File: config.mk
export PLATFORM = sky130hd
export DESIGN_NAME = bp_me_wormhole_mem_cmd_flit_tx
export DESIGN_NICKNAME = d
export VERILOG_FILES = /design/src/rtl/bp_me_pkg.sv /design/src/rtl/bsg_counter_clear_up.sv /design/src/rtl/bp_me_wormhole_mem_cmd_flit_tx.sv
export SDC_FILE = /design/constraint.sdc
export NUM_CORES = 1
export LEC_CHECK = 0
export CORE_AREA = 2 2 306 308
export CTS_BUF_LIST = sky130_fd_sc_hd__clkbuf_16
export DETAILED_ROUTE_END_ITERATION = 6
export DIE_AREA = 0 0 308 310
export PLACE_DENSITY_LB_ADDON = 0.25
export SYNTH_ARGS = -nofsm -noshare
export SYNTH_HDL_FRONTEND = slang
export SYNTH_SLANG_ARGS = --single-unit
export TNS_END_PERCENT = 20
File: constraint.sdc
create_clock -name clk_i -period 35 [get_ports clk_i]
set_input_delay 7 -clock clk_i [delete_from_list [all_inputs] [get_ports clk_i]]
set_output_delay 7 -clock clk_i [all_outputs]
set_load 0.05 [all_outputs]
File: src/rtl/bp_me_pkg.sv
// rtl/bp_me_pkg.sv - shared memory-engine types and wormhole header helpers
package bp_me_pkg;

    typedef enum logic [1:0] {
        e_bp_default_cfg,
        e_bp_half_block_cfg
    } bp_params_e;

    typedef enum logic {
        e_ready,
        e_send
    } bp_me_flit_tx_state_e;

    function automatic int bp_cce_block_width(bp_params_e cfg);
        case (cfg)
            e_bp_half_block_cfg: return 256;
            default:             return 512;
        endcase
    endfunction

    function automatic int bp_cce_mem_msg_header_width(bp_params_e cfg);
        case (cfg)
            e_bp_half_block_cfg: return 120;
            default:             return 120;
        endcase
    endfunction

    // Header layout is {msg_hdr, cid, len, cord}, padded up to whole flits.
    function automatic int bp_mem_wormhole_header_width(int flit_width, int cord_width,
                                                        int len_width, int cid_width,
                                                        int msg_hdr_width);
        int raw;
        raw = cord_width + len_width + cid_width + msg_hdr_width;
        return ((raw + flit_width - 1) / flit_width) * flit_width;
    endfunction

    // The len field sits directly above the cord field.
    function automatic int bp_mem_wormhole_len_offset(int cord_width);
        return cord_width;
    endfunction

endpackage

File: src/rtl/bsg_counter_clear_up.sv
// rtl/bsg_counter_clear_up.sv - up counter with synchronous clear and async reset
module bsg_counter_clear_up
    #(parameter int max_val_p = 1,
      parameter int init_val_p = 0,
      localparam int ptr_width_lp = (max_val_p > 0) ? $clog2(max_val_p + 1) : 1)
    (input  logic                    clk_i,
     input  logic                    reset_i,
     input  logic                    clear_i,
     input  logic                    up_i,
     output logic [ptr_width_lp-1:0] count_o);

    logic [ptr_width_lp-1:0] count_q, count_d;

    // Clear and up in the same cycle restart the count at one.
    always_comb begin
        count_d = clear_i ? '0 : count_q;
        count_d = count_d + ptr_width_lp'(up_i);
    end

    always_ff @(posedge clk_i or posedge reset_i) begin
        if (reset_i) begin
            count_q <= ptr_width_lp'(init_val_p);
        end else if (clear_i || up_i) begin
            count_q <= count_d;
        end
    end

    assign count_o = count_q;

endmodule

File: src/rtl/bp_me_wormhole_mem_cmd_flit_tx.sv
// rtl/bp_me_wormhole_mem_cmd_flit_tx.sv - serialises a header+payload command into link flits
module bp_me_wormhole_mem_cmd_flit_tx
    import bp_me_pkg::*;
    #(parameter bp_params_e bp_params_p = e_bp_default_cfg,
      parameter int flit_width_p = 64,
      parameter int cord_width_p = 7,
      parameter int len_width_p  = 4,
      parameter int cid_width_p  = 2,
      localparam int cce_block_width_p = bp_cce_block_width(bp_params_p),
      localparam int cce_mem_msg_header_width_lp = bp_cce_mem_msg_header_width(bp_params_p),
      localparam int wh_hdr_width_lp = bp_mem_wormhole_header_width(flit_width_p, cord_width_p,
                                           len_width_p, cid_width_p, cce_mem_msg_header_width_lp),
      localparam int max_flits_lp = (wh_hdr_width_lp + cce_block_width_p + flit_width_p - 1) / flit_width_p)
    (input  logic                         clk_i,
     input  logic                         reset_i,
     input  logic [wh_hdr_width_lp-1:0]   wh_header_i,
     input  logic [cce_block_width_p-1:0] data_i,
     input  logic                         v_i,
     output logic                         ready_and_o,
     output logic [flit_width_p-1:0]      link_data_o,
     output logic                         link_v_o,
     input  logic                         link_ready_and_i,
     output logic                         len_err_o);

    localparam int max_len_lp   = max_flits_lp - 1;
    localparam int cnt_width_lp = (max_len_lp > 0) ? $clog2(max_len_lp + 1) : 1;
    localparam int pkt_width_lp = max_flits_lp * flit_width_p;
    localparam int len_lsb_lp   = bp_mem_wormhole_len_offset(cord_width_p);

    bp_me_flit_tx_state_e state_q;
    logic                                      len_err_q;
    logic [max_flits_lp-1:0][flit_width_p-1:0] packet_q;
    logic [cnt_width_lp-1:0]                   len_q, len_d, cnt;
    logic [len_width_p-1:0]                    len_raw;
    logic                                      len_over, accept, flit_hs, last_flit;

    assign len_raw  = wh_header_i[len_lsb_lp +: len_width_p];
    assign len_over = 32'(len_raw) > 32'(max_len_lp);
    assign len_d    = len_over ? cnt_width_lp'(max_len_lp) : cnt_width_lp'(len_raw);

    // Gating with reset_i keeps ready low for the whole reset window, not just after an edge.
    assign ready_and_o = (state_q == e_ready) && !reset_i;
    assign link_v_o    = (state_q == e_send);
    assign accept      = v_i && ready_and_o;
    assign flit_hs     = link_v_o && link_ready_and_i;
    assign last_flit   = flit_hs && (cnt == len_q);
    assign link_data_o = packet_q[cnt];
    assign len_err_o   = len_err_q;

    always_ff @(posedge clk_i or posedge reset_i) begin
        if (reset_i) begin
            state_q   <= e_ready;
            len_err_q <= 1'b0;
        end else begin
            len_err_q <= accept && len_over;
            case (state_q)
                e_ready: if (accept)    state_q <= e_send;
                e_send:  if (last_flit) state_q <= e_ready;
                default:                state_q <= e_ready;
            endcase
        end
    end

    always_ff @(posedge clk_i) begin
        if (accept) begin
            packet_q <= pkt_width_lp'({data_i, wh_header_i});
            len_q    <= len_d;
        end
    end

    bsg_counter_clear_up #(
        .max_val_p (max_len_lp),
        .init_val_p(0)
    ) flit_cnt (
        .clk_i  (clk_i),
        .reset_i(reset_i),
        .clear_i(accept),
        .up_i   (flit_hs && !last_flit),
        .count_o(cnt)
    );

endmodule

---- Word level (Yosys, flattened, before mapping) ----
Index checks and enable logic that the tools add are counted.
word-level totals
  bits in registers ....................... 714
  output and inout port bits .............. 67
  logic and storage cells ................. 35
operators by class
  add/subtract/negate cells ............... 1
  magnitude comparators ................... 2
  equality and inequality tests ........... 1
  muxes and demuxes ....................... 6
  bitwise operators ....................... 1
  reductions and logical operators ........ 9
operator list
  kind                  number
  $bmux W64 S4          1
  $mux W64              1
  $logic_and A1 B1 Y1   6
  $lt A4 B5 Y1 const B  1
  $add A4 B1 Y4         1
  $eq A4 B4 Y1          1
  $gt A4 B4 Y1 const B  1
  $mux W4               1
  $logic_not A1 Y1      2
  $mux W1               2
  $pmux W1 S2           1
  $logic_or A1 B1 Y1    1
  $not A1 Y1            1

---- Logic depth before layout (Yosys ltp) ----
  word-level depth ........................ 5
  depth in mapped cells ................... 10
  depth with buffers taken out ............ 7

---- Modules after synthesis ----
Synthesis repeated with hierarchy kept, for this count alone.
second synthesis, totals
  cell total of the unflattened synthesis .. 1,352
  area total of the unflattened synthesis .. 27,403.8 µm²
by module, submodules not included
  module                          times used  cells each  area each (µm²)
  bp_me_wormhole_mem_cmd_flit_tx  1           1,331       27,163.6
  bsg_counter_clear_up            1           21          240.2

---- Worst setup path after synthesis ----
Ideal clock, no wire load.
  kind .................................... input-to-reg
  start ................................... in reset_i
  end ..................................... reg flit_cnt.count_q[2], in the netlist flit_cnt.count_o[2]
  library setup time ...................... 1.294 ns
  arrival ................................. 35.805 ns
  path slack .............................. -2.099 ns
  stages .................................. 6
  path buffers ............................ 0
  cell sequence ........................... nor3b_2 nor2b_1 ha_1 ha_1 a21oi_1 o311ai_0
on the way
  word-level cells in the longest chain between the ends .. 5
  elaborated cells between the ends (all ways) .. 6
RTL lines
  what                                   RTL line                              text
  start: declaration                     bp_me_wormhole_mem_cmd_flit_tx.sv:15  input logic reset_i,
  $logic_not A1 Y1 (no source line) (*)  n/a
  $logic_and A1 B1 Y1 (*)                bp_me_wormhole_mem_cmd_flit_tx.sv:42  assign ready_and_o = (state_q == e_ready) && !reset_i;
  $logic_and A1 B1 Y1 (*)                bp_me_wormhole_mem_cmd_flit_tx.sv:44  assign accept = v_i && ready_and_o;
  $mux W4                                bsg_counter_clear_up.sv:16            count_d = clear_i ? '0 : count_q;
  $add A4 B1 Y4                          bsg_counter_clear_up.sv:17            count_d = count_d + ptr_width_lp'(up_i);
  end signal: assignment                 bsg_counter_clear_up.sv:22            count_q <= ptr_width_lp'(init_val_p);
  end signal: assignment                 bsg_counter_clear_up.sv:24            count_q <= count_d;
  end: declaration                       bsg_counter_clear_up.sv:12            logic [ptr_width_lp-1:0] count_q, count_d;
Mark *: on every way between the ends. The rest lies on a longest branch, timed or not.
A chain may end at the register's enable or synchronous reset.

---- Final worst setup path ----
  start ................................... in reset_i
  end ..................................... out ready_and_o
on the way
  word-level cells in the longest chain between the ends .. 2
RTL lines
  what                               RTL line                              text
  $logic_not A1 Y1 (no source line)  n/a
  $logic_and A1 B1 Y1                bp_me_wormhole_mem_cmd_flit_tx.sv:42
  end: declaration                   bp_me_wormhole_mem_cmd_flit_tx.sv:19  output logic ready_and_o,
No other way between the ends.

==> impl_metrics.tcl <==
set metrics [dict create \
    outcome "finished clean" \
    cp-start-kind "input pin" \
    ant_nets 0 \
    antenna_found_initial 36 \
    crit_path_max_incr_delay_ps 800 \
    finClkSkew_ps 14.3 \
    relSlewSlack_pct 25.6 \
    cts_made_buffers 82 \
    cp_common_cell "clkdlybuf4s50_1" \
    use_met1_pct 19.2 \
    die_area_mm2 0.0955 \
    synth.distinct_cells 34 \
    endpoint_kind "primary output" \
    finalNetCount 2918 \
    setup_viol 0 \
    ys_ff_latch 714 \
    finalCritPeriodShare_pct 44.0 \
    grt_max_degree 172 \
    overflow 0 \
    crit_type "input pin to primary output" \
    ys_warn_count 0 \
    numClockSinks 714 \
    viasPerCell 4.66 \
    htree_levels 3 \
    synth_edf_count 708 \
    dr.pass1.iters 5 \
    clkLatencyLatePin_ps 640 \
    rsz0062_at_grt "no" \
    cp.required_ps 28000 \
    start_util_pct 29.5 \
    grt_pass1_vias 17438 \
    dp_hpwl_um 57600 \
    dieHeight_um 310 \
    worst_path_max_delay_cell "clkdlybuf4s50_1" \
    netlist_area_mm2 0.0273 \
    p_leak_nw 12.9 \
    num_rows 112 \
    path_cells "clkdlybuf4s50_1 -> nor2_1 -> clkdlybuf4s50_1" \
    io_pins 775 \
    grt_pass1_wl_um 117000 \
    cts_setup_buffers 0 \
    clk_pin_slew_worst_paths_ps 50 \
    ir_drop_v 0.0000598 \
    worst_slew_pin_slew_ps 1120 \
    p_per_area_mw_per_mm2 77.2 \
    setup_tns_ps 0 \
    finalWirelength_um 84000 \
    avgSynthCellArea_um2 19.3 \
    cts-resized-gates 0 \
    drv_slew 0 \
    hp-class "flop to flop" \
    grtUsageMet3_pct 6.12 \
    syn_nets 2125 \
    finalHoldViolations 0 \
    synth.yosys.seq_area_share_pct 78.4 \
    gr-usage-all-layers_pct 17.0 \
    hold_buffers 0 \
    critPathArrivalTime_ps 8410 \
    avgRoutedWirePerCell_um 24.0 \
    drt_iter0_drc 1107 \
    cts_root_buffer "clkbuf_16" \
    post-route-util_pct 42.3 \
    use_met2_pct 29.9 \
    synthArstFlopShare_pct 0.840 \
    synthToLayoutAreaGrowth_pct 43.1 \
    synth_cells 1415 \
    cts_tree "built" \
    die_w_um 308 \
    cap_violations 0 \
    drc_errors 0 \
    port_buffers 774 \
    core_area_mm2 0.0925 \
    fin_crit_ps 15410 \
    cts_buffer_depth 3 \
    place_congestion 0.807 \
    crit_fanout 3 \
    top_usage_layer "met2" \
    vias 16293 \
    rrSetupSlack_ps 29770 \
    fmax_mhz 64.9 \
    synth_flop_cell "edfxtp_1" \
    final_layout_size_suffix_gt1_share_pct 12.1 \
]
[flip-flops by register name, indices dropped and copies added (netlist names)]
register and count:
link_v_o 1, flit_cnt.count_o 4, packet_q 704, len_err_o 1, len_q 4
[cell families (layout without fill, tap and decap cells)]
group	Yosys count	after routing	share of synthesized area, %
DFF	714	714	78.4
AOI/OAI and AO/OA	265	265	5.83
muxes	258	258	12.7
buffers and inverters	91	951	1.63
and+or+nand+nor	81	81	1.26
xor gates and xnor gates	4	4	0.128
adders and majority gates	2	2	0.0916
other	0	21	0
[synth_stat cells, types with 2 or more instances]
cell type,instances,area (um2)
edfxtp_1,708,21300
a21oi_1,130,651
mux2i_1,128,1280
mux2_2,66,743
nor2_1,66,248
mux4_2,64,1440
o221ai_1,64,561
o21ai_0,56,280
clkbuf_1,37,139
buf_2,34,170
o21ai_1,10,50.1
buf_4,7,52.6
buf_1,6,22.5
dfrtp_1,6,150
inv_1,4,15.0
nor2b_1,4,25.0
xnor2_1,4,35.0
nand2b_1,3,18.8
and2_1,2,12.5
ha_1,2,25.0
[per-layer routing]
| metal | wire (um) | vias up | share of wire, % |
|---|---|---|---|
| met5 | 193 | - | 0.23 |
| met4 | 2020 | 28 | 2.4 |
| met3 | 6970 | 139 | 8.3 |
| met2 | 43600 | 617 | 52 |
| met1 | 31200 | 8124 | 37 |
| li1 | - | 7385 | - |
[where the power goes]
part | internal, mW | leakage (nW) | switching, mW
Sequential | 1.03 | 6.51 | 0.0563
Clock | 0.500 | 1.34 | 0.343
Combinational | 0.420 | 5.08 | 0.667
Total | 1.95 | 12.9 | 1.07
[worst paths after layout]
path                                   startpoint                               to  cells past startpoint
max                                       reset_i                      ready_and_o                      3
min                        len_q[0]$_SDFFCE_PN0P_               link_v_o$_DFF_PP0_                      4
max reg2reg                    link_v_o$_DFF_PP0_          packet_q[584]$_DFFE_PP_                      6
min reg2reg                len_q[0]$_SDFFCE_PN0P_               link_v_o$_DFF_PP0_                      4
max in group asynchronous                 reset_i  flit_cnt.count_o[2]$_DFFE_PP0P_                      2
min in group asynchronous                 reset_i  flit_cnt.count_o[1]$_DFFE_PP0P_                      2
[area by class of cell]
cell class / count / area (um2)
Multi-Input combinational cell: 610 / 5500
Clock inverter: 64 / 482
Timing Repair Buffer: 796 / 7940
Inverter: 4 / 15.0
Clock buffer: 87 / 2180
Antenna cell: 21 / 52.6
Sequential cell: 714 / 21400
Fill cell: 8241 / 53400
Tap cell: 1197 / 1500
[cell usage in the layout (no fill, tap or decap), types with 2 or more instances in the layout]
| cell | instances |
|---|---|
| nand2b_4 | 2 |
| nor2_1 | 66 |
| clkdlybuf4s50_1 | 774 |
| bufinv_16 | 7 |
| xnor2_1 | 4 |
| clkinv_2 | 9 |
| mux2i_1 | 128 |
| inv_1 | 18 |
| mux2_2 | 66 |
| o221ai_1 | 64 |
| diode_2 | 21 |
| o21ai_0 | 56 |
| buf_12 | 2 |
| clkinvlp_4 | 5 |
| mux4_2 | 64 |
| clkbuf_16 | 87 |
| nor2b_1 | 3 |
| ha_1 | 2 |
| a21oi_1 | 130 |
| dfrtp_1 | 2 |
| inv_6 | 3 |
| buf_4 | 20 |
| o21ai_1 | 10 |
| clkinv_1 | 24 |
| dfrtp_4 | 4 |
| edfxtp_1 | 708 |
[through the flow]
stage / worst slack (ps) / power, mW / std cells / hold WS, ps / cell area (um2)
after CTS: 19590 / 3.06 / 3472 / 692 / 39000
final: 19590 / 3.02 / 3493 / 681 / 39100
after detailed placement: 19590 / 2.21 / 3321 / 680 / 36400
after floorplan: 8230 / 1.83 / 1415 / 616 / 27300
after global routing: 19550 / 3.15 / 3486 / 732 / 39100
after global placement: 19570 / 2.20 / 3321 / 655 / 36400
[worst max-delay path: cells and delay by family]
family / cells / cell delay, ps
buf+inv: 2 / 1290
simple gates: 1 / 120
No activity file was read; power rests on OpenSTA's default activity.
